`config.mk`:
```
export PLATFORM = sky130hd
export DESIGN_NAME = mp_write_arbiter_flat
export DESIGN_NICKNAME = d
export VERILOG_FILES = /design/src/rtl/pram_pkg.sv /design/src/rtl/mp_write_arbiter_if.sv /design/src/rtl/rr_priority_picker.sv /design/src/rtl/mp_write_arbiter.sv /design/src/flat_wrapper.sv
export SDC_FILE = /design/constraint.sdc
export NUM_CORES = 1
export LEC_CHECK = 0
export ABC_AREA = 1
export CORE_AREA = 2 2 154 156
export CTS_CLUSTER_SIZE = 12
export DETAILED_ROUTE_END_ITERATION = 8
export DIE_AREA = 0 0 156 158
export GPL_TIMING_DRIVEN = 0
export HOLD_SLACK_MARGIN = 0.03
export PLACE_DENSITY = 0.55
export SYNTH_ARGS = -nofsm -noshare
export SYNTH_HDL_FRONTEND = slang
export SYNTH_SLANG_ARGS = --single-unit
```
`constraint.sdc`:
```
create_clock -name clk -period 3.31 [get_ports clk]
set_input_delay 0.331 -clock clk [delete_from_list [all_inputs] [get_ports clk]]
set_output_delay 0.331 -clock clk [all_outputs]
set_load 0.03 [all_outputs]
```
`src/rtl/pram_pkg.sv`:
```
// Shared types and default sizes for the multi-processor write arbiter.
package pram_pkg;

  localparam int DEF_NUM_PORTS        = 4;
  localparam int DEF_DOUBLEWORD_WIDTH = 64;
  localparam int DEF_DATA_MEMORY_SIZE = 1024;
  localparam int DEF_DATA_TYPE_WIDTH  = 2;

  typedef logic [1:0] arb_state_t;

  localparam arb_state_t ST_IDLE   = 2'b00;
  localparam arb_state_t ST_ACCESS = 2'b01;
  localparam arb_state_t ST_WRITE  = 2'b10;

endpackage

```
`src/rtl/mp_write_arbiter_if.sv`:
```
// Bundle of per-processor write requests and the muxed write port toward data memory.
interface mp_write_arbiter_if import pram_pkg::*; #(
  parameter int NUM_PORTS        = DEF_NUM_PORTS,
  parameter int DOUBLEWORD_WIDTH = DEF_DOUBLEWORD_WIDTH,
  parameter int DATA_MEMORY_SIZE = DEF_DATA_MEMORY_SIZE,
  parameter int ADDR_WIDTH_DM    = $clog2(DATA_MEMORY_SIZE),
  parameter int DATA_TYPE_WIDTH  = DEF_DATA_TYPE_WIDTH
);

  logic [NUM_PORTS*DOUBLEWORD_WIDTH-1:0] data_bus_wr_p;
  logic [NUM_PORTS*ADDR_WIDTH_DM-1:0]    addr_wr_p;
  logic [NUM_PORTS*DATA_TYPE_WIDTH-1:0]  data_type_wr_p;
  logic [NUM_PORTS-1:0]                  wr_ins_p;
  logic [NUM_PORTS-1:0]                  wr_idle_p;
  logic [NUM_PORTS-1:0]                  wr_access_p;
  logic [DOUBLEWORD_WIDTH-1:0]           data_bus_wr_dm;
  logic [ADDR_WIDTH_DM-1:0]              addr_wr_dm;
  logic [DATA_TYPE_WIDTH-1:0]            data_type_wr_dm;
  logic                                  wr_ins_dm;
  logic                                  wr_idle_dm;
  logic                                  arb_busy;

  // Arbiter side
  modport slave (
    input  data_bus_wr_p, addr_wr_p, data_type_wr_p, wr_ins_p, wr_idle_dm,
    output wr_idle_p, wr_access_p, data_bus_wr_dm, addr_wr_dm, data_type_wr_dm,
           wr_ins_dm, arb_busy
  );

  // Processors plus memory write handler side
  modport master (
    output data_bus_wr_p, addr_wr_p, data_type_wr_p, wr_ins_p, wr_idle_dm,
    input  wr_idle_p, wr_access_p, data_bus_wr_dm, addr_wr_dm, data_type_wr_dm,
           wr_ins_dm, arb_busy
  );

endinterface

```
`src/rtl/rr_priority_picker.sv`:
```
// Combinational one-hot winner select. WR_ARB_ROUND_ROBIN_EN selects rotating
// priority from ptr+1; otherwise the lowest eligible index wins.
module rr_priority_picker #(
  parameter int NUM_PORTS = 4
) (
  input  logic [NUM_PORTS-1:0]         req,
`ifdef WR_ARB_ROUND_ROBIN_EN
  input  logic [$clog2(NUM_PORTS)-1:0] ptr,
`endif
  input  logic [NUM_PORTS-1:0]         exclude,
  output logic [NUM_PORTS-1:0]         winner
);

  logic [NUM_PORTS-1:0] eligible;
  logic                 found;

  assign eligible = req & ~exclude;

`ifdef WR_ARB_ROUND_ROBIN_EN
  // Walk ptr+1, ptr+2, ... wrapping; ptr itself is looked at last.
  always_comb begin
    winner = '0;
    found  = 1'b0;
    for (int k = 1; k <= NUM_PORTS; k++) begin
      if (!found && eligible[(int'(ptr) + k) % NUM_PORTS]) begin
        winner[(int'(ptr) + k) % NUM_PORTS] = 1'b1;
        found = 1'b1;
      end
    end
  end
`else
  always_comb begin
    winner = '0;
    found  = 1'b0;
    for (int i = 0; i < NUM_PORTS; i++) begin
      if (!found && eligible[i]) begin
        winner[i] = 1'b1;
        found = 1'b1;
      end
    end
  end
`endif

endmodule

```
`src/rtl/mp_write_arbiter.sv`:
```
// Grants one processor at a time the data-memory write port, with zero-bubble
// handoff between writers. Define WR_ARB_ROUND_ROBIN_EN for rotating priority.
module mp_write_arbiter import pram_pkg::*; #(
  parameter int NUM_PORTS        = DEF_NUM_PORTS,
  parameter int DOUBLEWORD_WIDTH = DEF_DOUBLEWORD_WIDTH,
  parameter int DATA_MEMORY_SIZE = DEF_DATA_MEMORY_SIZE,
  parameter int ADDR_WIDTH_DM    = $clog2(DATA_MEMORY_SIZE),
  parameter int DATA_TYPE_WIDTH  = DEF_DATA_TYPE_WIDTH
) (
  input logic               clk,
  input logic               rst_n,
  mp_write_arbiter_if.slave bus
);

  arb_state_t                  state;
  logic [NUM_PORTS-1:0]        grant;
  logic [NUM_PORTS-1:0]        winner;
  logic [NUM_PORTS-1:0]        exclude;
  logic [NUM_PORTS-1:0]        req;
  logic [NUM_PORTS-1:0]        idle_p;
  logic [DOUBLEWORD_WIDTH-1:0] data_mux;
  logic [ADDR_WIDTH_DM-1:0]    addr_mux;
  logic [DATA_TYPE_WIDTH-1:0]  type_mux;

  assign req     = bus.wr_ins_p;
  assign exclude = (state == ST_WRITE) ? grant : '0;

`ifdef WR_ARB_ROUND_ROBIN_EN
  localparam int PTR_W = $clog2(NUM_PORTS);

  logic [PTR_W-1:0] ptr;
  logic [PTR_W-1:0] grant_idx;
  logic [PTR_W-1:0] pick_ptr;

  always_comb begin
    grant_idx = '0;
    for (int i = 0; i < NUM_PORTS; i++) begin
      if (grant[i]) grant_idx = PTR_W'(i);
    end
  end

  // The handoff pick already rotates from the port being released.
  assign pick_ptr = (state == ST_WRITE) ? grant_idx : ptr;

  always_ff @(posedge clk or negedge rst_n) begin
    if (!rst_n) begin
      ptr <= PTR_W'(NUM_PORTS - 1);
    end else if (state == ST_WRITE && bus.wr_idle_dm) begin
      ptr <= grant_idx;
    end
  end

  rr_priority_picker #(.NUM_PORTS(NUM_PORTS)) u_picker (
    .req     (req),
    .ptr     (pick_ptr),
    .exclude (exclude),
    .winner  (winner)
  );
`else
  rr_priority_picker #(.NUM_PORTS(NUM_PORTS)) u_picker (
    .req     (req),
    .exclude (exclude),
    .winner  (winner)
  );
`endif

  always_ff @(posedge clk or negedge rst_n) begin
    if (!rst_n) begin
      state <= ST_IDLE;
      grant <= '0;
    end else begin
      case (state)
        ST_IDLE: begin
          if (|req) begin
            grant <= winner;
            state <= ST_ACCESS;
          end
        end
        ST_ACCESS: begin
          if (!bus.wr_idle_dm) begin
            state <= ST_WRITE;
          end else if (~|(grant & req)) begin
            grant <= '0;
            state <= ST_IDLE;
          end
        end
        ST_WRITE: begin
          if (bus.wr_idle_dm) begin
            if (|(req & ~grant)) begin
              grant <= winner;
              state <= ST_ACCESS;
            end else begin
              grant <= '0;
              state <= ST_IDLE;
            end
          end
        end
        default: begin
          grant <= '0;
          state <= ST_IDLE;
        end
      endcase
    end
  end

  // Grant is one-hot or zero, so OR-ing the gated slices is a clean mux.
  always_comb begin
    data_mux = '0;
    addr_mux = '0;
    type_mux = '0;
    idle_p   = '1;
    for (int i = 0; i < NUM_PORTS; i++) begin
      if (grant[i]) begin
        data_mux  = data_mux | bus.data_bus_wr_p[i*DOUBLEWORD_WIDTH +: DOUBLEWORD_WIDTH];
        addr_mux  = addr_mux | bus.addr_wr_p[i*ADDR_WIDTH_DM +: ADDR_WIDTH_DM];
        type_mux  = type_mux | bus.data_type_wr_p[i*DATA_TYPE_WIDTH +: DATA_TYPE_WIDTH];
        idle_p[i] = bus.wr_idle_dm;
      end
    end
  end

  assign bus.data_bus_wr_dm  = data_mux;
  assign bus.addr_wr_dm      = addr_mux;
  assign bus.data_type_wr_dm = type_mux;
  assign bus.wr_idle_p       = idle_p;
  assign bus.wr_access_p     = grant;
  assign bus.wr_ins_dm       = |(grant & req);
  assign bus.arb_busy        = (state != ST_IDLE);

endmodule

```
`src/flat_wrapper.sv`:
```
// flat-port wrapper written by rule: the top's interface ports become plain ports
module mp_write_arbiter_flat import pram_pkg::*;
#(
  parameter int NUM_PORTS        = DEF_NUM_PORTS,
  parameter int DOUBLEWORD_WIDTH = DEF_DOUBLEWORD_WIDTH,
  parameter int DATA_MEMORY_SIZE = DEF_DATA_MEMORY_SIZE,
  parameter int ADDR_WIDTH_DM    = $clog2(DATA_MEMORY_SIZE),
  parameter int DATA_TYPE_WIDTH  = DEF_DATA_TYPE_WIDTH
)
  (clk, rst_n, bus_data_bus_wr_p, bus_addr_wr_p, bus_data_type_wr_p, bus_wr_ins_p, bus_wr_idle_dm, bus_wr_idle_p, bus_wr_access_p, bus_data_bus_wr_dm, bus_addr_wr_dm, bus_data_type_wr_dm, bus_wr_ins_dm, bus_arb_busy);
  mp_write_arbiter_if #(.NUM_PORTS(NUM_PORTS), .DOUBLEWORD_WIDTH(DOUBLEWORD_WIDTH), .DATA_MEMORY_SIZE(DATA_MEMORY_SIZE), .ADDR_WIDTH_DM(ADDR_WIDTH_DM), .DATA_TYPE_WIDTH(DATA_TYPE_WIDTH)) bus_i ();
  input logic clk;
  input logic rst_n;
  input wire logic [$bits(bus_i.data_bus_wr_p)-1:0] bus_data_bus_wr_p;
  input wire logic [$bits(bus_i.addr_wr_p)-1:0] bus_addr_wr_p;
  input wire logic [$bits(bus_i.data_type_wr_p)-1:0] bus_data_type_wr_p;
  input wire logic [$bits(bus_i.wr_ins_p)-1:0] bus_wr_ins_p;
  input wire logic [$bits(bus_i.wr_idle_dm)-1:0] bus_wr_idle_dm;
  output wire logic [$bits(bus_i.wr_idle_p)-1:0] bus_wr_idle_p;
  output wire logic [$bits(bus_i.wr_access_p)-1:0] bus_wr_access_p;
  output wire logic [$bits(bus_i.data_bus_wr_dm)-1:0] bus_data_bus_wr_dm;
  output wire logic [$bits(bus_i.addr_wr_dm)-1:0] bus_addr_wr_dm;
  output wire logic [$bits(bus_i.data_type_wr_dm)-1:0] bus_data_type_wr_dm;
  output wire logic [$bits(bus_i.wr_ins_dm)-1:0] bus_wr_ins_dm;
  output wire logic [$bits(bus_i.arb_busy)-1:0] bus_arb_busy;
  assign bus_i.data_bus_wr_p = bus_data_bus_wr_p;
  assign bus_i.addr_wr_p = bus_addr_wr_p;
  assign bus_i.data_type_wr_p = bus_data_type_wr_p;
  assign bus_i.wr_ins_p = bus_wr_ins_p;
  assign bus_i.wr_idle_dm = bus_wr_idle_dm;
  assign bus_wr_idle_p = bus_i.wr_idle_p;
  assign bus_wr_access_p = bus_i.wr_access_p;
  assign bus_data_bus_wr_dm = bus_i.data_bus_wr_dm;
  assign bus_addr_wr_dm = bus_i.addr_wr_dm;
  assign bus_data_type_wr_dm = bus_i.data_type_wr_dm;
  assign bus_wr_ins_dm = bus_i.wr_ins_dm;
  assign bus_arb_busy = bus_i.arb_busy;
  mp_write_arbiter #(.NUM_PORTS(NUM_PORTS), .DOUBLEWORD_WIDTH(DOUBLEWORD_WIDTH), .DATA_MEMORY_SIZE(DATA_MEMORY_SIZE), .ADDR_WIDTH_DM(ADDR_WIDTH_DM), .DATA_TYPE_WIDTH(DATA_TYPE_WIDTH)) u_core (.clk(clk), .rst_n(rst_n), .bus(bus_i));
endmodule
```
Yosys cells after proc, flatten, opt, wreduce, memory -nomap -nowiden:

Cells that the tools add are included.

* eq/ne operators: 7
* bitwise operators: 14
* reduce and logical (&&, ||, !) cells: 13
* multiplexer cells: 35

Operators with widths (count)
* $mux 64: 4
* $or 64x64->64: 3
* $mux 10: 4
* $or 10x10->10: 3
* $mux 4: 6
* $mux 2: 8
* $and 4x4->4: 3
* $pmux 4 s3: 1
* $reduce_or 4->1: 3
* $mux 1: 11
* $not 4->4: 2
* $ne 2x2->1 const B: 3
* $or 2x2->2: 3
* $pmux 2 s3: 1
* $reduce_and 4->1: 1
* $logic_and 1x1->1: 3
* $logic_not 1->1: 3
* $ne 3x3->1 const B: 1
* $reduce_and 3->1: 1
* $eq 2x1->1 const B: 1
* $eq 2x2->1 const B: 1
* $logic_not 2->1: 1
* $ne 2x1->1 const B: 1
* $reduce_bool 2->1: 1

* output and inout port bits: 86
* flip-flop bits (word level): 6

Longest topological paths before layout:

* word-level depth: 17
* depth in mapped cells: 8
* mapped depth without buffers: 8

Cells and area by module:

Synthesis repeated with hierarchy kept, for this count alone.

* cell total of the unflattened synthesis: 516
* area total of the unflattened synthesis: 2391.0 µm²

Modules (own cells, without submodules)
* mp_write_arbiter: instances 1, area an instance 2328.5 µm², sequential area each 150.1 µm², cells each 502
* rr_priority_picker: instances 1, area an instance 62.6 µm², sequential area each 0.0 µm², cells each 14

Least setup slack after synthesis:

OpenSTA, ideal clock, no wires.

* path kind: register -> output
* start: reg u_core.grant[1], in the netlist u_core.bus.wr_access_p[1]
* end: out bus_addr_wr_dm[0]
* path buffers: 3
* data arrival time: 1388 ps
* stages on the path, launching flop included: 6
* setup slack: 1591 ps
* required time: 2979 ps
* cells stage by stage: dfrtp_1 -> buf_4 -> buf_2 -> buf_2 -> nand2_1 -> nand4_1

* word-level cells in the longest chain between the ends: 5

Ends and longest elaborated chain
* from (decl): RTL line mp_write_arbiter.sv:16 `logic [NUM_PORTS-1:0] grant;`
* from (signal assigned): RTL line mp_write_arbiter.sv:75 `grant <= winner;`
* from (signal assigned): RTL line mp_write_arbiter.sv:90 `grant <= winner;`
* $mux 10 (*): RTL line mp_write_arbiter.sv:113 `if (grant[i]) begin`
* $or 10x10->10: RTL line mp_write_arbiter.sv:115 `addr_mux = addr_mux | bus.addr_wr_p[i*ADDR_WIDTH_DM +: ADDR_WIDTH_DM];`
* $mux 10 (*): RTL line mp_write_arbiter.sv:113
* $or 10x10->10: RTL line mp_write_arbiter.sv:115
* $mux 10 (*): RTL line mp_write_arbiter.sv:113
* to (decl): RTL line flat_wrapper.sv:22 `output wire logic [$bits(bus_i.addr_wr_dm)-1:0] bus_addr_wr_dm;`

Mark *: on every way between the ends. The rest lies on a longest branch, timed or not.

Final worst setup path:

* start: reg u_core.grant[3], in the netlist u_core.bus.wr_access_p[3]
* end: out bus_data_bus_wr_dm[11]

* word-level cells in the longest chain between the ends: 1

Ends and longest elaborated chain
* $mux 64: RTL line mp_write_arbiter.sv:113
* to (decl): RTL line flat_wrapper.sv:21 `output wire logic [$bits(bus_i.data_bus_wr_dm)-1:0] bus_data_bus_wr_dm;`

No other way between the ends.

==> impl_metrics.py <==
metrics = {
    "floorplanning": {
        "start_util_pct": 9.900,
        "design.portCount": 397,
        "die-area_um2": 24650,
        "fp.dieW_um": 156,
        "fp.dieH_um": 158,
        "rows": 56,
        "core_um2": 23050,
    },
    "logic_synthesis": {
        "synth.avg_cell_area_um2": 4.546,
        "synth_cell_types": 16,
        "synth_area_leaders": "nand2_1 57%, nand4_1 21%, dfrtp_1 6.6%",
        "yosys_warnings": 0,
        "yosysMostFrequentCell": "nand2_1",
        "netlist_area_um2": 2282,
        "yosysTopAreaCellShare_pct": 57.07,
        "synth_seq_cells": 6,
        "synthArstFlopShare_pct": 100.0,
        "ys_seq_area_share_pct": 6.579,
        "yosysTopAreaCell": "nand2_1",
        "synth_edf_count": 0,
        "synth_nets": 813,
        "synth_flop_cell": "dfrtp_1",
        "synth_commonest_cells": "347 x nand2_1, 76 x nand4_1, 14 x buf_2",
        "syn_inst": 502,
    },
    "cts": {
        "path_clk_slew_ns": 0.04,
        "cts_setup_buffers": 0,
        "cts.sinks": 6,
        "cts_tree": "built",
        "ctsResizeCount": 0,
        "clk_latency_ns": 0.23,
        "h-tree-depth": 1,
        "cts.path.max_buffers": 2,
        "ctsHoldBuffers": 0,
        "cts_made_buffers": 3,
        "ctsRootBufferMaster": "clkbuf_16",
    },
    "critical_path": {
        "cp_max_fo": 10,
        "crit_slowest_cell": "clkdlybuf4s50_1",
        "cp.required_ns": 2.98,
        "crit_type": "reg -> out",
        "crit_arrival_ns": 2.54,
        "startpoint": "u_core.bus.wr_access_p[3]",
        "crit_chain": "buf_2 > buf_1 > nand2_1 > nand4_1 > clkdlybuf4s50_1",
        "reg2reg_from": "u_core.bus.wr_access_p[3]",
        "start_kind": "register",
        "critPathMaxStageDelay_ns": 0.70,
        "end_kind": "primary output",
    },
    "power_and_ir_drop": {
        "p_int_mw": 1.814,
        "p_comb_share_pct": 92.0,
        "total_power_mw": 4.151,
        "seq_power_share_pct": 3.2,
        "total_leakage_power_nw": 2.560,
        "p_per_area_nw_per_um2": 620.6,
        "pwr-share-clk_pct": 4.8,
        "irDropWorstVdd_uv": 270.7,
        "switchingPower_mw": 2.337,
        "p_sw_share_pct": 56.31,
    },
    "route": {
        "antenna_left": 0,
        "drc": 0,
        "avgViaCountPerCell": 4.023,
        "dr_total_vias": 4799,
        "dr.pass1.iters": 6,
        "wl_per_cell_um": 16.19,
        "postRouteWirelength_um": 19310,
        "drt_iter0_drc": 257,
    },
    "grt": {
        "antenna_found_initial": 2,
        "top_usage_layer": "met2",
        "grt_pass1_wl_um": 26540,
        "grt.total_usage_pct": 14.04,
        "grtUsageMet3_pct": 2.737,
        "grt_max_degree": 11,
        "grt_use_met2_pct": 27.37,
        "grt_util_met1_pct": 15.75,
        "grt_pass1_vias": 4760,
        "grt_overflow": 0,
    },
    "place": {
        "io_buffer_count": 396,
        "gp_congestion": 0.8342,
        "dp_hpwl_um": 16490,
    },
    "sta": {
        "fin_crit_ns": 2.872,
        "period_share_pct": 86.76,
        "hold_viol_final": 0,
        "rsz0062_at_grt": "no",
        "worst_slew_pin_slew_ns": 0.7272,
        "hold_slack_ns": 0.3497,
        "final.setup.tns_ns": 0,
        "slew_headroom_pct": 51.52,
        "max_freq_mhz": 348.2,
        "skew_ns": 0.006101,
        "maxSlewViolCount": 0,
        "setup_violations": 0,
    },
    "min_path": {
        "hp-class": "in -> async",
    },
    "run_status": {
        "status": "completed",
    },
    "job": {
        "cap_violations": 0,
    },
    "layout": {
        "drive_above_1_share_pct": 3.219,
        "syn2layout_area_growth_pct": 193.1,
        "nets": 1214,
    },
}
[critical path, delay by kind of cell (launching register included)]
family,cells,cell delay [ns]
buffers and inverters,3,1.57
and+or+nand+nor,2,0.40
DFF,1,0.33
[worst paths after layout]
check / end / slack [ns] / cells past startpoint
min in group clk: u_core.state[0] / 0.71 / 3
min reg2reg: u_core.state[1] / 0.72 / 2
min: u_core.state[1] / 0.35 / 1
max reg2reg: u_core.bus.wr_access_p[1] / 1.96 / 8
max: bus_data_bus_wr_dm[11] / 0.44 / 5
max in group asynchronous: u_core.bus.wr_access_p[1] / 2.73 / 1
[cell usage in the layout, fill, tap and decap left out]
master,Yosys,routed
clkdlybuf4s50_1,0,396
nand2_1,347,347
nand4_1,76,76
buf_2,14,14
clkbuf_1,12,12
nor2_1,11,11
nand3_1,9,9
inv_1,7,7
dfrtp_1,6,6
buf_1,4,4
buf_6,3,3
buf_4,3,3
o21ai_0,3,3
clkbuf_16,0,3
diode_2,0,2
inv_2,2,2
nand2_2,2,2
nor2_2,2,2
o21bai_1,1,1
[power groups by stage]
stage / clock network [mW] / registers (mW) / logic [mW]
CTS: 0.200 / 0.131 / 3.87
finish: 0.198 / 0.133 / 3.82
global route: 0.205 / 0.137 / 4.07
floorplan: 0 / 0.154 / 2.01
detailed placement: 0 / 0.130 / 3.85
global placement: 0 / 0.131 / 3.86
[flip-flops by register name, summed over array words and instances, names as in the netlist]
name / count
u_core.bus.wr_access_p: 4
u_core.state: 2
[through the flow]
step                util (%)  worst slack (ns)  area (um^2)  instances
floorplan                  -             1.591         2282        502
global route           29.02            0.2890         6689       1193
finish                 29.02            0.4381         6689       1193
CTS                    28.99            0.3239         6684       1191
global placement       28.67            0.5585         6609       1188
detailed placement     28.67            0.5742         6609       1188
[metal layers]
layer | share of wire, % | wire [um]
met1 | 39 | 7461
met2 | 52 | 9957
met3 | 8.6 | 1663
met4 | 1.2 | 229
met5 | 0 | 0
[area by class of cell]
| class | instances | area, um^2 |
|---|---|---|
| clock buffer | 3 | 75.07 |
| antenna | 2 | 5.005 |
| inverter | 9 | 33.78 |
| tap | 290 | 362.8 |
| buffer | 36 | 186.4 |
| sequential | 6 | 150.1 |
| fill | 2568 | 16360 |
| timing repair buffer | 396 | 3964 |
| multi-input combinational | 451 | 1912 |
[kinds of logic (layout without fill, tap and decap cells)]
family | count (synthesis) | in the layout | synth area share, %
other | 0 | 2 | 0
flip-flops | 6 | 6 | 6.579
AND/OR/NAND/NOR | 447 | 447 | 82.79
AO/OA/AOI/OAI | 4 | 4 | 0.9868
buffers and inverters | 45 | 444 | 9.649
No activity file was read; power rests on OpenSTA's default activity.
